==> config.mk <==
export PLATFORM = sky130hd
export DESIGN_NAME = mul_hilo_ctrl_flat
export DESIGN_NICKNAME = d
export VERILOG_FILES = /design/src/rtl/mul_hilo_ctrl_pkg.sv /design/src/rtl/mul_hilo_ctrl_if.sv /design/src/rtl/mul_hilo_ctrl_hilo_reg.sv /design/src/rtl/mul_hilo_ctrl.sv /design/src/flat_wrapper.sv
export SDC_FILE = /design/constraint.sdc
export NUM_CORES = 1
export LEC_CHECK = 0
export ABC_CLOCK_PERIOD_IN_PS = 5900
export CAP_MARGIN = 30
export CELL_PAD_IN_SITES_DETAIL_PLACEMENT = 0
export CELL_PAD_IN_SITES_GLOBAL_PLACEMENT = 1
export CORE_AREA = 2 2 148 150
export DETAILED_ROUTE_END_ITERATION = 8
export DIE_AREA = 0 0 150 152
export GPL_ROUTABILITY_DRIVEN = 0
export PLACE_DENSITY = 0.88
export SLEW_MARGIN = 10
export SYNTH_ARGS = -nofsm -noshare
export SYNTH_HDL_FRONTEND = slang
export SYNTH_SLANG_ARGS = --single-unit
==> constraint.sdc <==
create_clock -name clk -period 5.9 [get_ports clk]
set_input_delay 0.885 -clock clk [delete_from_list [all_inputs] [get_ports clk]]
set_output_delay 0.885 -clock clk [all_outputs]
set_load 0.05 [all_outputs]
==> src/rtl/mul_hilo_ctrl_pkg.sv <==
// Shared definitions for the HI/LO multiply controller.
// Contents: state encoding, word/product widths, settle counter width.
// Optional feature macro used elsewhere in this block: MUL_OVF_EN.
package mul_pkg;
  localparam int WORD_W = 32;
  localparam int PROD_W = 64;
  localparam int CNT_W  = 4;

  typedef enum logic [1:0] {
    IDLE   = 2'b00,
    SETTLE = 2'b01,
    DONE   = 2'b10
  } state_t;
endpackage

==> src/rtl/mul_hilo_ctrl_if.sv <==
// Bus bundle between the datapath control unit (master), the controller
// (slave) and the combinational Booth multiplier.
// Signals: start/busy/done handshake, op_a/op_b operand sources,
// mul_a/mul_b registered operands, mul_c product, hi_*/lo_* direct
// write ports, hi_out/lo_out registers, ovf (only with MUL_OVF_EN).
interface mul_hilo_ctrl_if;
  import mul_pkg::*;

  logic              start;
  logic [WORD_W-1:0] op_a;
  logic [WORD_W-1:0] op_b;
  logic [WORD_W-1:0] mul_a;
  logic [WORD_W-1:0] mul_b;
  logic [PROD_W-1:0] mul_c;
  logic [WORD_W-1:0] hi_in;
  logic [WORD_W-1:0] lo_in;
  logic              hi_we;
  logic              lo_we;
  logic              busy;
  logic              done;
  logic [WORD_W-1:0] hi_out;
  logic [WORD_W-1:0] lo_out;
`ifdef MUL_OVF_EN
  logic              ovf;
`endif

  modport master (
    output start, op_a, op_b, mul_c, hi_in, lo_in, hi_we, lo_we,
`ifdef MUL_OVF_EN
    input  ovf,
`endif
    input  mul_a, mul_b, busy, done, hi_out, lo_out
  );

  modport slave (
    input  start, op_a, op_b, mul_c, hi_in, lo_in, hi_we, lo_we,
`ifdef MUL_OVF_EN
    output ovf,
`endif
    output mul_a, mul_b, busy, done, hi_out, lo_out
  );
endinterface

==> src/rtl/mul_hilo_ctrl_hilo_reg.sv <==
// hilo_reg: one 32-bit HI or LO register.
// Ports: clk, clr (async, active-high), cap_en/cap_d (product capture),
// wr_en/wr_d (direct write), q (register value).
// Product capture outranks a simultaneous direct write.
module hilo_reg
  import mul_pkg::*;
(
  input  logic              clk,
  input  logic              clr,
  input  logic              cap_en,
  input  logic [WORD_W-1:0] cap_d,
  input  logic              wr_en,
  input  logic [WORD_W-1:0] wr_d,
  output logic [WORD_W-1:0] q
);
  always_ff @(posedge clk or posedge clr) begin
    if (clr)         q <= '0;
    else if (cap_en) q <= cap_d;
    else if (wr_en)  q <= wr_d;
  end
endmodule

==> src/rtl/mul_hilo_ctrl.sv <==
// mul_hilo_ctrl: latches operands for the Booth multiplier, holds them for
// SETTLE_CYCLES (1..15) and then captures the 64-bit product into HI/LO.
// Ports: clk, clr (async, active-high), bus (mul_hilo_ctrl_if.slave).
// Optional: define MUL_OVF_EN to add the ovf flag (signed product does not
// fit in 32 bits).
//
// state  | meaning
// IDLE   | waiting for start
// SETTLE | operands held, counting down the multicycle path
// DONE   | HI/LO hold the new product; start accepted again
module mul_hilo_ctrl
  import mul_pkg::*;
#(
  parameter int SETTLE_CYCLES = 2
) (
  input  logic             clk,
  input  logic             clr,
  mul_hilo_ctrl_if.slave   bus
);
  state_t            state_q, state_d;
  logic [CNT_W-1:0]  cnt_q, cnt_d;
  logic [WORD_W-1:0] a_q, b_q;
  logic              load_ops;
  logic              capture;

  always_ff @(posedge clk or posedge clr) begin
    if (clr) begin
      state_q <= IDLE;
      cnt_q   <= '0;
      a_q     <= '0;
      b_q     <= '0;
    end else begin
      state_q <= state_d;
      cnt_q   <= cnt_d;
      if (load_ops) begin
        a_q <= bus.op_a;
        b_q <= bus.op_b;
      end
    end
  end

  always_comb begin
    state_d  = state_q;
    cnt_d    = cnt_q;
    load_ops = 1'b0;
    capture  = 1'b0;
    case (state_q)
      IDLE, DONE: begin
        if (bus.start) begin
          load_ops = 1'b1;
          cnt_d    = CNT_W'(SETTLE_CYCLES - 1);
          state_d  = SETTLE;
        end else begin
          state_d = IDLE;
        end
      end
      SETTLE: begin
        if (cnt_q != '0) begin
          cnt_d = cnt_q - CNT_W'(1);
        end else begin
          capture = 1'b1;
          state_d = DONE;
        end
      end
      default: state_d = IDLE;
    endcase
  end

  assign bus.mul_a = a_q;
  assign bus.mul_b = b_q;
  assign bus.busy  = (state_q == SETTLE);
  assign bus.done  = (state_q == DONE);

  hilo_reg u_hi (
    .clk    (clk),
    .clr    (clr),
    .cap_en (capture),
    .cap_d  (bus.mul_c[PROD_W-1:WORD_W]),
    .wr_en  (bus.hi_we),
    .wr_d   (bus.hi_in),
    .q      (bus.hi_out)
  );

  hilo_reg u_lo (
    .clk    (clk),
    .clr    (clr),
    .cap_en (capture),
    .cap_d  (bus.mul_c[WORD_W-1:0]),
    .wr_en  (bus.lo_we),
    .wr_d   (bus.lo_in),
    .q      (bus.lo_out)
  );

`ifdef MUL_OVF_EN
  logic ovf_q;

  // Overflow when the upper word is not a pure sign extension of the lower.
  always_ff @(posedge clk or posedge clr) begin
    if (clr)          ovf_q <= 1'b0;
    else if (capture) ovf_q <= (bus.mul_c[PROD_W-1:WORD_W] != {WORD_W{bus.mul_c[WORD_W-1]}});
  end

  assign bus.ovf = ovf_q;
`endif
endmodule

==> src/flat_wrapper.sv <==
// flat-port wrapper written by rule: the top's interface ports become plain ports
module mul_hilo_ctrl_flat import mul_pkg::*;
#(
  parameter int SETTLE_CYCLES = 2
)
  (clk, clr, bus_start, bus_op_a, bus_op_b, bus_mul_c, bus_hi_in, bus_lo_in, bus_hi_we, bus_lo_we, bus_mul_a, bus_mul_b, bus_busy, bus_done, bus_hi_out, bus_lo_out);
  mul_hilo_ctrl_if bus_i ();
  input  logic clk;
  input  logic clr;
  input wire logic [$bits(bus_i.start)-1:0] bus_start;
  input wire logic [$bits(bus_i.op_a)-1:0] bus_op_a;
  input wire logic [$bits(bus_i.op_b)-1:0] bus_op_b;
  input wire logic [$bits(bus_i.mul_c)-1:0] bus_mul_c;
  input wire logic [$bits(bus_i.hi_in)-1:0] bus_hi_in;
  input wire logic [$bits(bus_i.lo_in)-1:0] bus_lo_in;
  input wire logic [$bits(bus_i.hi_we)-1:0] bus_hi_we;
  input wire logic [$bits(bus_i.lo_we)-1:0] bus_lo_we;
  output wire logic [$bits(bus_i.mul_a)-1:0] bus_mul_a;
  output wire logic [$bits(bus_i.mul_b)-1:0] bus_mul_b;
  output wire logic [$bits(bus_i.busy)-1:0] bus_busy;
  output wire logic [$bits(bus_i.done)-1:0] bus_done;
  output wire logic [$bits(bus_i.hi_out)-1:0] bus_hi_out;
  output wire logic [$bits(bus_i.lo_out)-1:0] bus_lo_out;
  assign bus_i.start = bus_start;
  assign bus_i.op_a = bus_op_a;
  assign bus_i.op_b = bus_op_b;
  assign bus_i.mul_c = bus_mul_c;
  assign bus_i.hi_in = bus_hi_in;
  assign bus_i.lo_in = bus_lo_in;
  assign bus_i.hi_we = bus_hi_we;
  assign bus_i.lo_we = bus_lo_we;
  assign bus_mul_a = bus_i.mul_a;
  assign bus_mul_b = bus_i.mul_b;
  assign bus_busy = bus_i.busy;
  assign bus_done = bus_i.done;
  assign bus_hi_out = bus_i.hi_out;
  assign bus_lo_out = bus_i.lo_out;
  mul_hilo_ctrl #(.SETTLE_CYCLES(SETTLE_CYCLES)) u_core (.clk(clk), .clr(clr), .bus(bus_i));
endmodule
==> results.json, run 1 <==
{
  "p_switching_uw": 2780,
  "fillerInstances": 1944,
  "max_slew.worst_pin.slew_ps": 781,
  "cts_resized": 0,
  "pin_count": 327,
  "yosys.area.top_type": "dfrtp_1",
  "synth_top_area_frac": 0.557,
  "antenna_cells": 0,
  "post-route-period-util": 0.482,
  "use_met1": 0.187,
  "drt_wl_total_mm": 17.6,
  "yosysMostFrequentCell": "nand2_1",
  "drt_iter0_drc": 168,
  "cts_root_buf": "clkbuf_16",
  "syn_nets": 708,
  "cts_num_sinks": 134,
  "syn_area_um2": 6020,
  "cp-end-kind": "primary output",
  "drv_slew": 0,
  "path_class": "flop to primary output",
  "clk_latency_ps": 410,
  "power.internal_uw": 3410,
  "drcViolationCount": 0,
  "outcome": "completed",
  "p_clk_frac": 0.190,
  "comb_power_share": 0.556,
  "antenna_found_initial": 1,
  "finalPower_uw": 6190,
  "post_cts_buffers": 0,
  "grt_start_max_net_pins": 94,
  "hp-class": "flop to flop",
  "synth-async-reset-ratio": 1.00,
  "clk_pin_slew_ps": 60,
  "yosysSeqAreaShare": 0.557,
  "synth-edff-count": 0,
  "grt.met2_usage": 0.261,
  "grt_pass1_wl_mm": 27.6,
  "synth_area_leaders": "dfrtp_1, mux2_2, mux2_4",
  "dieArea_um2": 22800,
  "use_met3": 0.0541,
  "die_w_um": 150,
  "cts_buffers": 17,
  "ys.flop_type": "dfrtp_1",
  "place_hpwl_mm": 12.9,
  "synth.ff_latch_count": 134,
  "start_util": 0.282,
  "cts_hold_repair.buffers": 0,
  "max_freq_ghz": 0.351,
  "p_leak_uw": 0.00465,
  "core-area_um2": 21400,
  "period_needed_ps": 2850,
  "grt_pass1_vias": 4977,
  "num_vias": 4761,
  "buffer_ports.inserted": 326,
  "drt_first_pass_iters": 4,
  "nets": 1030,
  "maxCapViolCount": 0,
  "rsz0062_at_grt": "no",
  "slew_headroom": 0.479,
  "finalSetupViolations": 0,
  "powerDensity_nw_per_um2": 606,
  "cts_tree": "built",
  "synth.avg_cell_area_um2": 11.8,
  "p_sw_frac": 0.449,
  "yosysUniqueCellTypes": 19,
  "grt_overflow_total": 0,
  "finalClockSkew_ps": 10.8,
  "ant_nets": 0,
  "hold_viol": 0,
  "syn_inst": 510,
  "start_kind": "flop",
  "drive_gt1_frac": 0.201,
  "path_max_fanout": 6,
  "critPathArrivalTime_ps": 1960,
  "die_h_um": 152,
  "cts_buffer_depth": 2,
  "routed_via_density": 4.23,
  "synthToLayoutAreaGrowth_pct": 69.3,
  "cts_htree_levels": 4,
  "required_ps": 5020,
  "rows": 54,
  "rrSetupSlack_ps": 3480,
  "setup_tns_ps": 0,
  "ir_drop_uv": 290,
  "wl_per_cell_um": 15.7,
  "yosysWarnings": 0,
  "top_usage_layer": "met2",
  "p_seq_frac": 0.254,
  "grt_usage": 0.155,
  "ys_top_cells_by_count": "nand2_1, dfrtp_1, mux2_2"
}
## cells in the final DEF (no fill, tap or decap), types with 2 or more instances in the layout
cell and count:
clkinv_2 3, inv_1 6, buf_4 5, mux2i_1 3
mux2_2 79, o21ai_0 3, clkbuf_16 17, bufinv_16 5
clkbuf_1 2, inv_6 2, dfrtp_1 134, nand2_1 194
mux2_4 49, clkdlybuf4s50_1 325, clkinv_4 3, nor2_1 2
## layout make-up
type	count	area (um2)	share of cell area
clock buffers	20	447	0.0438
well taps	280	350	0.0343
repair buffers	332	3320	0.326
flip-flops and latches	134	3350	0.329
multi-input cells	340	2500	0.245
clock inverters	12	200	0.0196
inverters	7	31.3	0.00307
## metal layers
metal  routed length, um  up-vias
li1                    -     2310
met1                7160     2249
met2                8890      183
met3                1320       17
met4                 255        2
met5                  13        -
## power by group through the flow
stage | clock [uW] | combinational, uW | sequential [uW]
2_1_floorplan | 0 | 882 | 3000
5_1_grt | 1250 | 3600 | 1630
6_report | 1170 | 3440 | 1570
3_3_place_gp | 0 | 3440 | 1570
3_5_place_dp | 0 | 3460 | 1590
4_1_cts | 1210 | 3480 | 1580
## state kept, by name (all words and copies together), names as in the netlist
name	count
u_core.state_q	2
u_core.u_hi.q	32
u_core.bus.mul_b	32
u_core.bus.mul_a	32
u_core.u_lo.q	32
u_core.cnt_q	4
## kinds of logic after synthesis
| logic type | count (synthesis) | synth area share |
|---|---|---|
| simple gates | 204 | 0.131 |
| flops | 134 | 0.557 |
| mux | 131 | 0.275 |
| buf+inv | 36 | 0.0320 |
| compound gates | 4 | 0.00332 |
| fa+ha+maj | 1 | 0.00208 |
## final timing paths
| path | from | endpoint | depth (start not counted) |
|---|---|---|---|
| max | u_core.state_q[1]$_DFFE_PP0P_ | bus_busy | 3 |
| min | u_core.bus.mul_a[23]$_DFFE_PP0P_ | u_core.bus.mul_a[23]$_DFFE_PP0P_ | 2 |
| max reg2reg | u_core.cnt_q[0]$_DFFE_PP0P_ | u_core.u_hi.q[24]$_DFFE_PP0P_ | 6 |
| min reg2reg | u_core.bus.mul_a[23]$_DFFE_PP0P_ | u_core.bus.mul_a[23]$_DFFE_PP0P_ | 2 |
| max in group asynchronous | clr | u_core.u_lo.q[31]$_DFFE_PP0P_ | 4 |
| min in group asynchronous | clr | u_core.u_hi.q[26]$_DFFE_PP0P_ | 2 |
## critical path: stages (launching register included)
cell	delay (ps)
dfrtp_1	360
nand2b_1	210
inv_1	140
clkdlybuf4s50_1	850
## per-stage QoR
step                instance area [um2]  setup WS (ps)  hold WS (ps)  cells  utilization
global placement                   9530           3220           456   1092        0.446
CTS                               10200           2990           477   1124        0.477
finish                            10200           3050           472   1125        0.478
global route                      10200           2920           488   1125        0.478
detailed placement                 9530           3210           462   1092        0.446
floorplan                          6020           1430           472    510            -
No activity file was read; power rests on OpenSTA's default activity.
==> run 2, diff against run 1 <==
- ABC_CLOCK_PERIOD_IN_PS: 5900 -> 2600
- CORE_AREA: 2 2 148 150 -> 2 2 156 158
- DIE_AREA: 0 0 150 152 -> 0 0 158 160
- PLACE_DENSITY: 0.88 -> 0.84
- clock period: 5.9 -> 2.6 ns (I/O delays scaled with it)
==> results.json, run 2 (synthesis gave the netlist of run 1 again) <==
{
  "final_cell_mix": "clkdlybuf4s50_1, nand2_1, dfrtp_1, mux2_2, mux2_4",
  "cp_slowest_cell": "clkdlybuf4s50_1",
  "grt_usage": 0.141,
  "finalClockSkew_ps": 13.7,
  "ant_nets": 0,
  "finalSetupViolations": 0,
  "hold_viol": 0,
  "grt_pass1_vias": 4993,
  "pin_count": 327,
  "start_util": 0.253,
  "wl_per_cell_um": 15.4,
  "synthToLayoutAreaGrowth_pct": 70.6,
  "drt_wl_total_mm": 18.1,
  "period_needed_ps": 2380,
  "cts_buffer_depth": 2,
  "nets": 1035,
  "outcome": "completed",
  "max_stage_delay_ps": 850,
  "critical_path_buf_inv_count": 2,
  "drv_slew": 0,
  "finalPower_uw": 13900,
  "cts_buffers": 17,
  "buffer_ports.inserted": 326,
  "rsz0062_at_grt": "no",
  "cts_tree": "built",
  "drcViolationCount": 0,
  "die_w_um": 158,
  "drt_first_pass_iters": 4,
  "cts_htree_levels": 4,
  "max_slew.worst_pin.slew_ps": 653,
  "path_cells": "nand2b_1 > inv_1 > clkdlybuf4s50_1",
  "grt_pass1_wl_mm": 27.4,
  "cp-end-kind": "primary output",
  "place_hpwl_mm": 13.2,
  "num_vias": 4811,
  "setup_tns_ps": 0,
  "antenna_cells": 0,
  "maxCapViolCount": 0,
  "clk_latency_ps": 410,
  "drive_gt1_frac": 0.205,
  "cts_resized": 0,
  "die_h_um": 160,
  "grt_overflow_total": 0,
  "grt_start_max_net_pins": 59,
  "antenna_found_initial": 1,
  "path_delay_family": "buffers and inverters",
  "max_freq_ghz": 0.421,
  "required_ps": 2210,
  "hp-class": "input pin to asynchronous set/reset pin",
  "post_cts_buffers": 0,
  "start_kind": "flop",
  "p_leak_uw": 0.00466,
  "cts_num_sinks": 134,
  "rows": 57,
  "dieArea_um2": 25300,
  "cts_hold_repair.buffers": 0,
  "clk_pin_slew_ps": 70,
  "drt_iter0_drc": 141,
  "ir_drop_uv": 525,
  "cts_root_buf": "clkbuf_16",
  "slew_headroom": 0.565,
  "path_max_fanout": 6,
  "final_common_cell": "clkdlybuf4s50_1",
  "core-area_um2": 23800,
  "path_class": "flop to primary output",
  "routed_via_density": 4.10,
  "post-route-period-util": 0.914,
  "powerDensity_nw_per_um2": 1350,
  "critPathArrivalTime_ps": 1990
}
[run 2: cell types whose count changed in the layout (fill, tap and decap cells not counted)]
cell,change
clkinvlp_4,+3
buf_4,+2
buf_16,-1
clkinv_2,-1
inv_6,-1
bufinv_16,-2
clkbuf_1,+1
buf_12,+4
[run 2: layout make-up]
cell class | instances | area, um2
well taps | 324 | 405
clock inverters | 11 | 150
multi-input cells | 340 | 2500
flip-flops and latches | 134 | 3350
repair buffers | 337 | 3390
fillers | 2263 | 13500
clock buffers | 21 | 450
inverters | 7 | 30.0
[run 2: through the flow]
stage                     utilization  hold slack [ps]  setup WS [ps]  cells  area, um2
after floorplan                     -              472            545    510       6030
after global placement          0.406              456            599   1142       9680
after detailed placement        0.406              461            571   1142       9680
after CTS                       0.431              326            199   1174      10300
after global routing            0.431              338            124   1174      10300
final                           0.431              325            224   1174      10300
[run 2: worst paths after layout]
path	from	to	slack [ps]	cells past startpoint
setup / recovery	u_core.state_q[1]$_DFFE_PP0P_	bus_busy	220	3
hold / removal	clr	u_core.u_hi.q[17]$_DFFE_PP0P_	320	2
setup reg to reg	u_core.cnt_q[0]$_DFFE_PP0P_	u_core.u_lo.q[3]$_DFFE_PP0P_	700	6
hold reg to reg	u_core.bus.mul_b[27]$_DFFE_PP0P_	u_core.bus.mul_b[27]$_DFFE_PP0P_	470	2
max in group asynchronous	clr	u_core.u_lo.q[6]$_DFFE_PP0P_	1600	3
min in group clk	u_core.bus.mul_b[27]$_DFFE_PP0P_	u_core.bus.mul_b[27]$_DFFE_PP0P_	470	2
[run 2: power breakdown]
group	total [uW]	internal (uW)	switching [uW]
Sequential	3550	3050	501
Clock	2500	1540	955
Combinational	7860	2990	4870
[run 2: worst register-to-register path: cells and delay by family, from the launching register on]
kind / cells / cell delay [ps]
buffers and inverters: 2 / 540
AND/OR/NAND/NOR: 2 / 280
flip-flops: 1 / 380
adder cells (fa/ha/maj): 1 / 200
multiplexers: 1 / 390
[run 2: layer usage]
layer | part of all wire | vias to the layer above | track usage
li1 | - | 2321 | -
met1 | 0.40 | 2283 | 0.162
met2 | 0.50 | 185 | 0.245
met3 | 0.079 | 20 | 0.0516
met4 | 0.014 | 2 | 0.0397
met5 | 0.00055 | - | 0
==> run 3, diff against run 2 <==
- CELL_PAD_IN_SITES_DETAIL_PLACEMENT: 0 -> 1
- CELL_PAD_IN_SITES_GLOBAL_PLACEMENT: 1 -> 2
- CORE_AREA: 2 2 156 158 -> 2 2 173 175
- DIE_AREA: 0 0 158 160 -> 0 0 175 177
- PLACE_DENSITY: 0.84 -> 0.85
==> results.json, run 3 (synthesis gave the netlist of run 1 again) <==
{
  "cp_slowest_cell": "clkdlybuf4s50_1",
  "r2r-start": "u_core.cnt_q[0]$_DFFE_PP0P_",
  "p_switching_uw": 6470,
  "drcViolationCount": 0,
  "finalSetupViolations": 0,
  "final_common_cell": "clkdlybuf4s50_1",
  "cts_num_sinks": 134,
  "antenna_found_initial": 3,
  "start_kind": "flop",
  "cts_hold_repair.buffers": 0,
  "outcome": "completed",
  "critPathArrivalTime_ps": 2000,
  "hold_viol": 0,
  "cts_htree_levels": 4,
  "cts_buffers": 17,
  "setup_tns_ps": 0,
  "grt_start_max_net_pins": 75,
  "r2r_cells": 6,
  "cts_buffer_depth": 2,
  "dieArea_um2": 31000,
  "fillerInstances": 3214,
  "drv_slew": 0,
  "comb_power_share": 0.569,
  "cts_tree": "built",
  "layout_setup_ws_ps": 206,
  "drt_iter0_drc": 116,
  "die_w_um": 175,
  "routed_via_density": 3.97,
  "wl_met1_mm": 7.92,
  "num_vias": 4931,
  "grt_pass1_vias": 5507,
  "rsz0062_at_grt": "no",
  "required_ps": 2210,
  "synthToLayoutAreaGrowth_pct": 71.9,
  "max_stage_delay_ps": 850,
  "max_freq_ghz": 0.418,
  "place_hpwl_mm": 14.8,
  "finalClockSkew_ps": 11.0,
  "pre_cts_slack_ps": 440,
  "cts_root_buf": "clkbuf_16",
  "cts_resized": 0,
  "buffer_ports.inserted": 326,
  "ir_drop_uv": 592,
  "path_class": "flop to primary output",
  "place_inst": 1207,
  "rrSetupSlack_ps": 450,
  "slew_headroom": 0.392,
  "p_clk_frac": 0.174,
  "powerDensity_nw_per_um2": 1340,
  "rows": 63,
  "cp-end-kind": "primary output",
  "maxCapViolCount": 0,
  "final_util": 0.354,
  "reg2reg_to": "u_core.u_lo.q[25]$_DFFE_PP0P_",
  "drt_wl_total_mm": 19.9,
  "placed_cell_area_um2": 9770,
  "final_cell_count_no_fill": 1241,
  "clk_pin_slew_ps": 60,
  "power.internal_uw": 7460,
  "path_max_fanout": 6,
  "max_slew.worst_pin.slew_ps": 911,
  "hp-class": "input pin to asynchronous set/reset pin",
  "drt_first_pass_iters": 4,
  "p_leak_uw": 0.00463,
  "clk_latency_ps": 410,
  "nets": 1034,
  "p_sw_frac": 0.464,
  "wl_met3_mm": 1.84,
  "p_seq_frac": 0.257,
  "core-area_um2": 29200,
  "start_util": 0.206,
  "drive_gt1_frac": 0.206,
  "final_cell_mix": "clkdlybuf4s50_1, nand2_1, dfrtp_1, mux2_2, mux2_4",
  "period_needed_ps": 2390,
  "grt_usage": 0.129,
  "met2WireLength_mm": 9.99,
  "critPathLaunch": "u_core.state_q[1]$_DFFE_PP0P_",
  "pin_count": 327,
  "ant_nets": 0,
  "fin_area_um2": 10400,
  "path_cells": "nand2b_1 > inv_1 > clkdlybuf4s50_1",
  "wl_per_cell_um": 16.0,
  "top_layer_used": "met5",
  "post_cts_buffers": 0,
  "die_h_um": 177,
  "grt_overflow_total": 0,
  "post-route-period-util": 0.921,
  "grt_pass1_wl_mm": 30.8
}
run 3: cell count changes in the layout (fill, tap and decap cells not counted), sizes merged:
cell and change:
clkinvlp +4, clkdlybuf4s50 +1, bufinv -2, diode +2, clkbuf -1, clkinv -4, buf -2, inv +3
run 3: final cells by class:
class,instances,area [um2],share of cell area
multi-input cells,340,2500,0.241
inverters,7,30.0,0.00290
clock buffers,20,467,0.0451
repair buffers,336,3400,0.328
diodes,2,5.00,0.000483
well taps,390,488,0.0471
clock inverters,12,119,0.0115
flip-flops and latches,134,3350,0.324
run 3: critical path, delay by kind of cell, from the launching register on:
kind,cells,cell delay [ps]
buffers and inverters,2,1000
and+or+nand+nor,1,230
DFF,1,360
run 3: metrics by stage:
stage | total power [uW] | hold slack, ps
2_1_floorplan | 8810 | 472
3_3_place_gp | 11500 | 457
3_5_place_dp | 11600 | 463
4_1_cts | 14200 | 452
5_1_grt | 14700 | 464
6_report | 13900 | 451
run 3: worst max path at each step:
stage                                            endpoint  slack [ps]  cells past startpoint
after detailed placement    u_core.u_lo.q[25]$_DFFE_PP0P_         440                      6
after global routing                             bus_busy         100                      3
final                                            bus_busy         210                      3
after global placement      u_core.u_lo.q[25]$_DFFE_PP0P_         460                      6
after floorplan           u_core.bus.mul_a[0]$_DFFE_PP0P_         540                      1
after CTS                                        bus_busy         160                      3
run 3: power groups by stage:
| stage | logic, uW | registers [uW] | clock network [uW] |
|---|---|---|---|
| finish | 7930 | 3570 | 2420 |
| global route | 8350 | 3720 | 2620 |
| global placement | 7930 | 3570 | 0 |
| CTS | 8040 | 3590 | 2530 |
| detailed placement | 8020 | 3620 | 0 |
| floorplan | 2000 | 6810 | 0 |
run 3: per-layer routing:
layer / track usage / vias up
li1: - / 2312
met1: 0.144 / 2402
met2: 0.225 / 207
met3: 0.0573 / 8
met4: 0.0309 / 2
met5: 0 / -
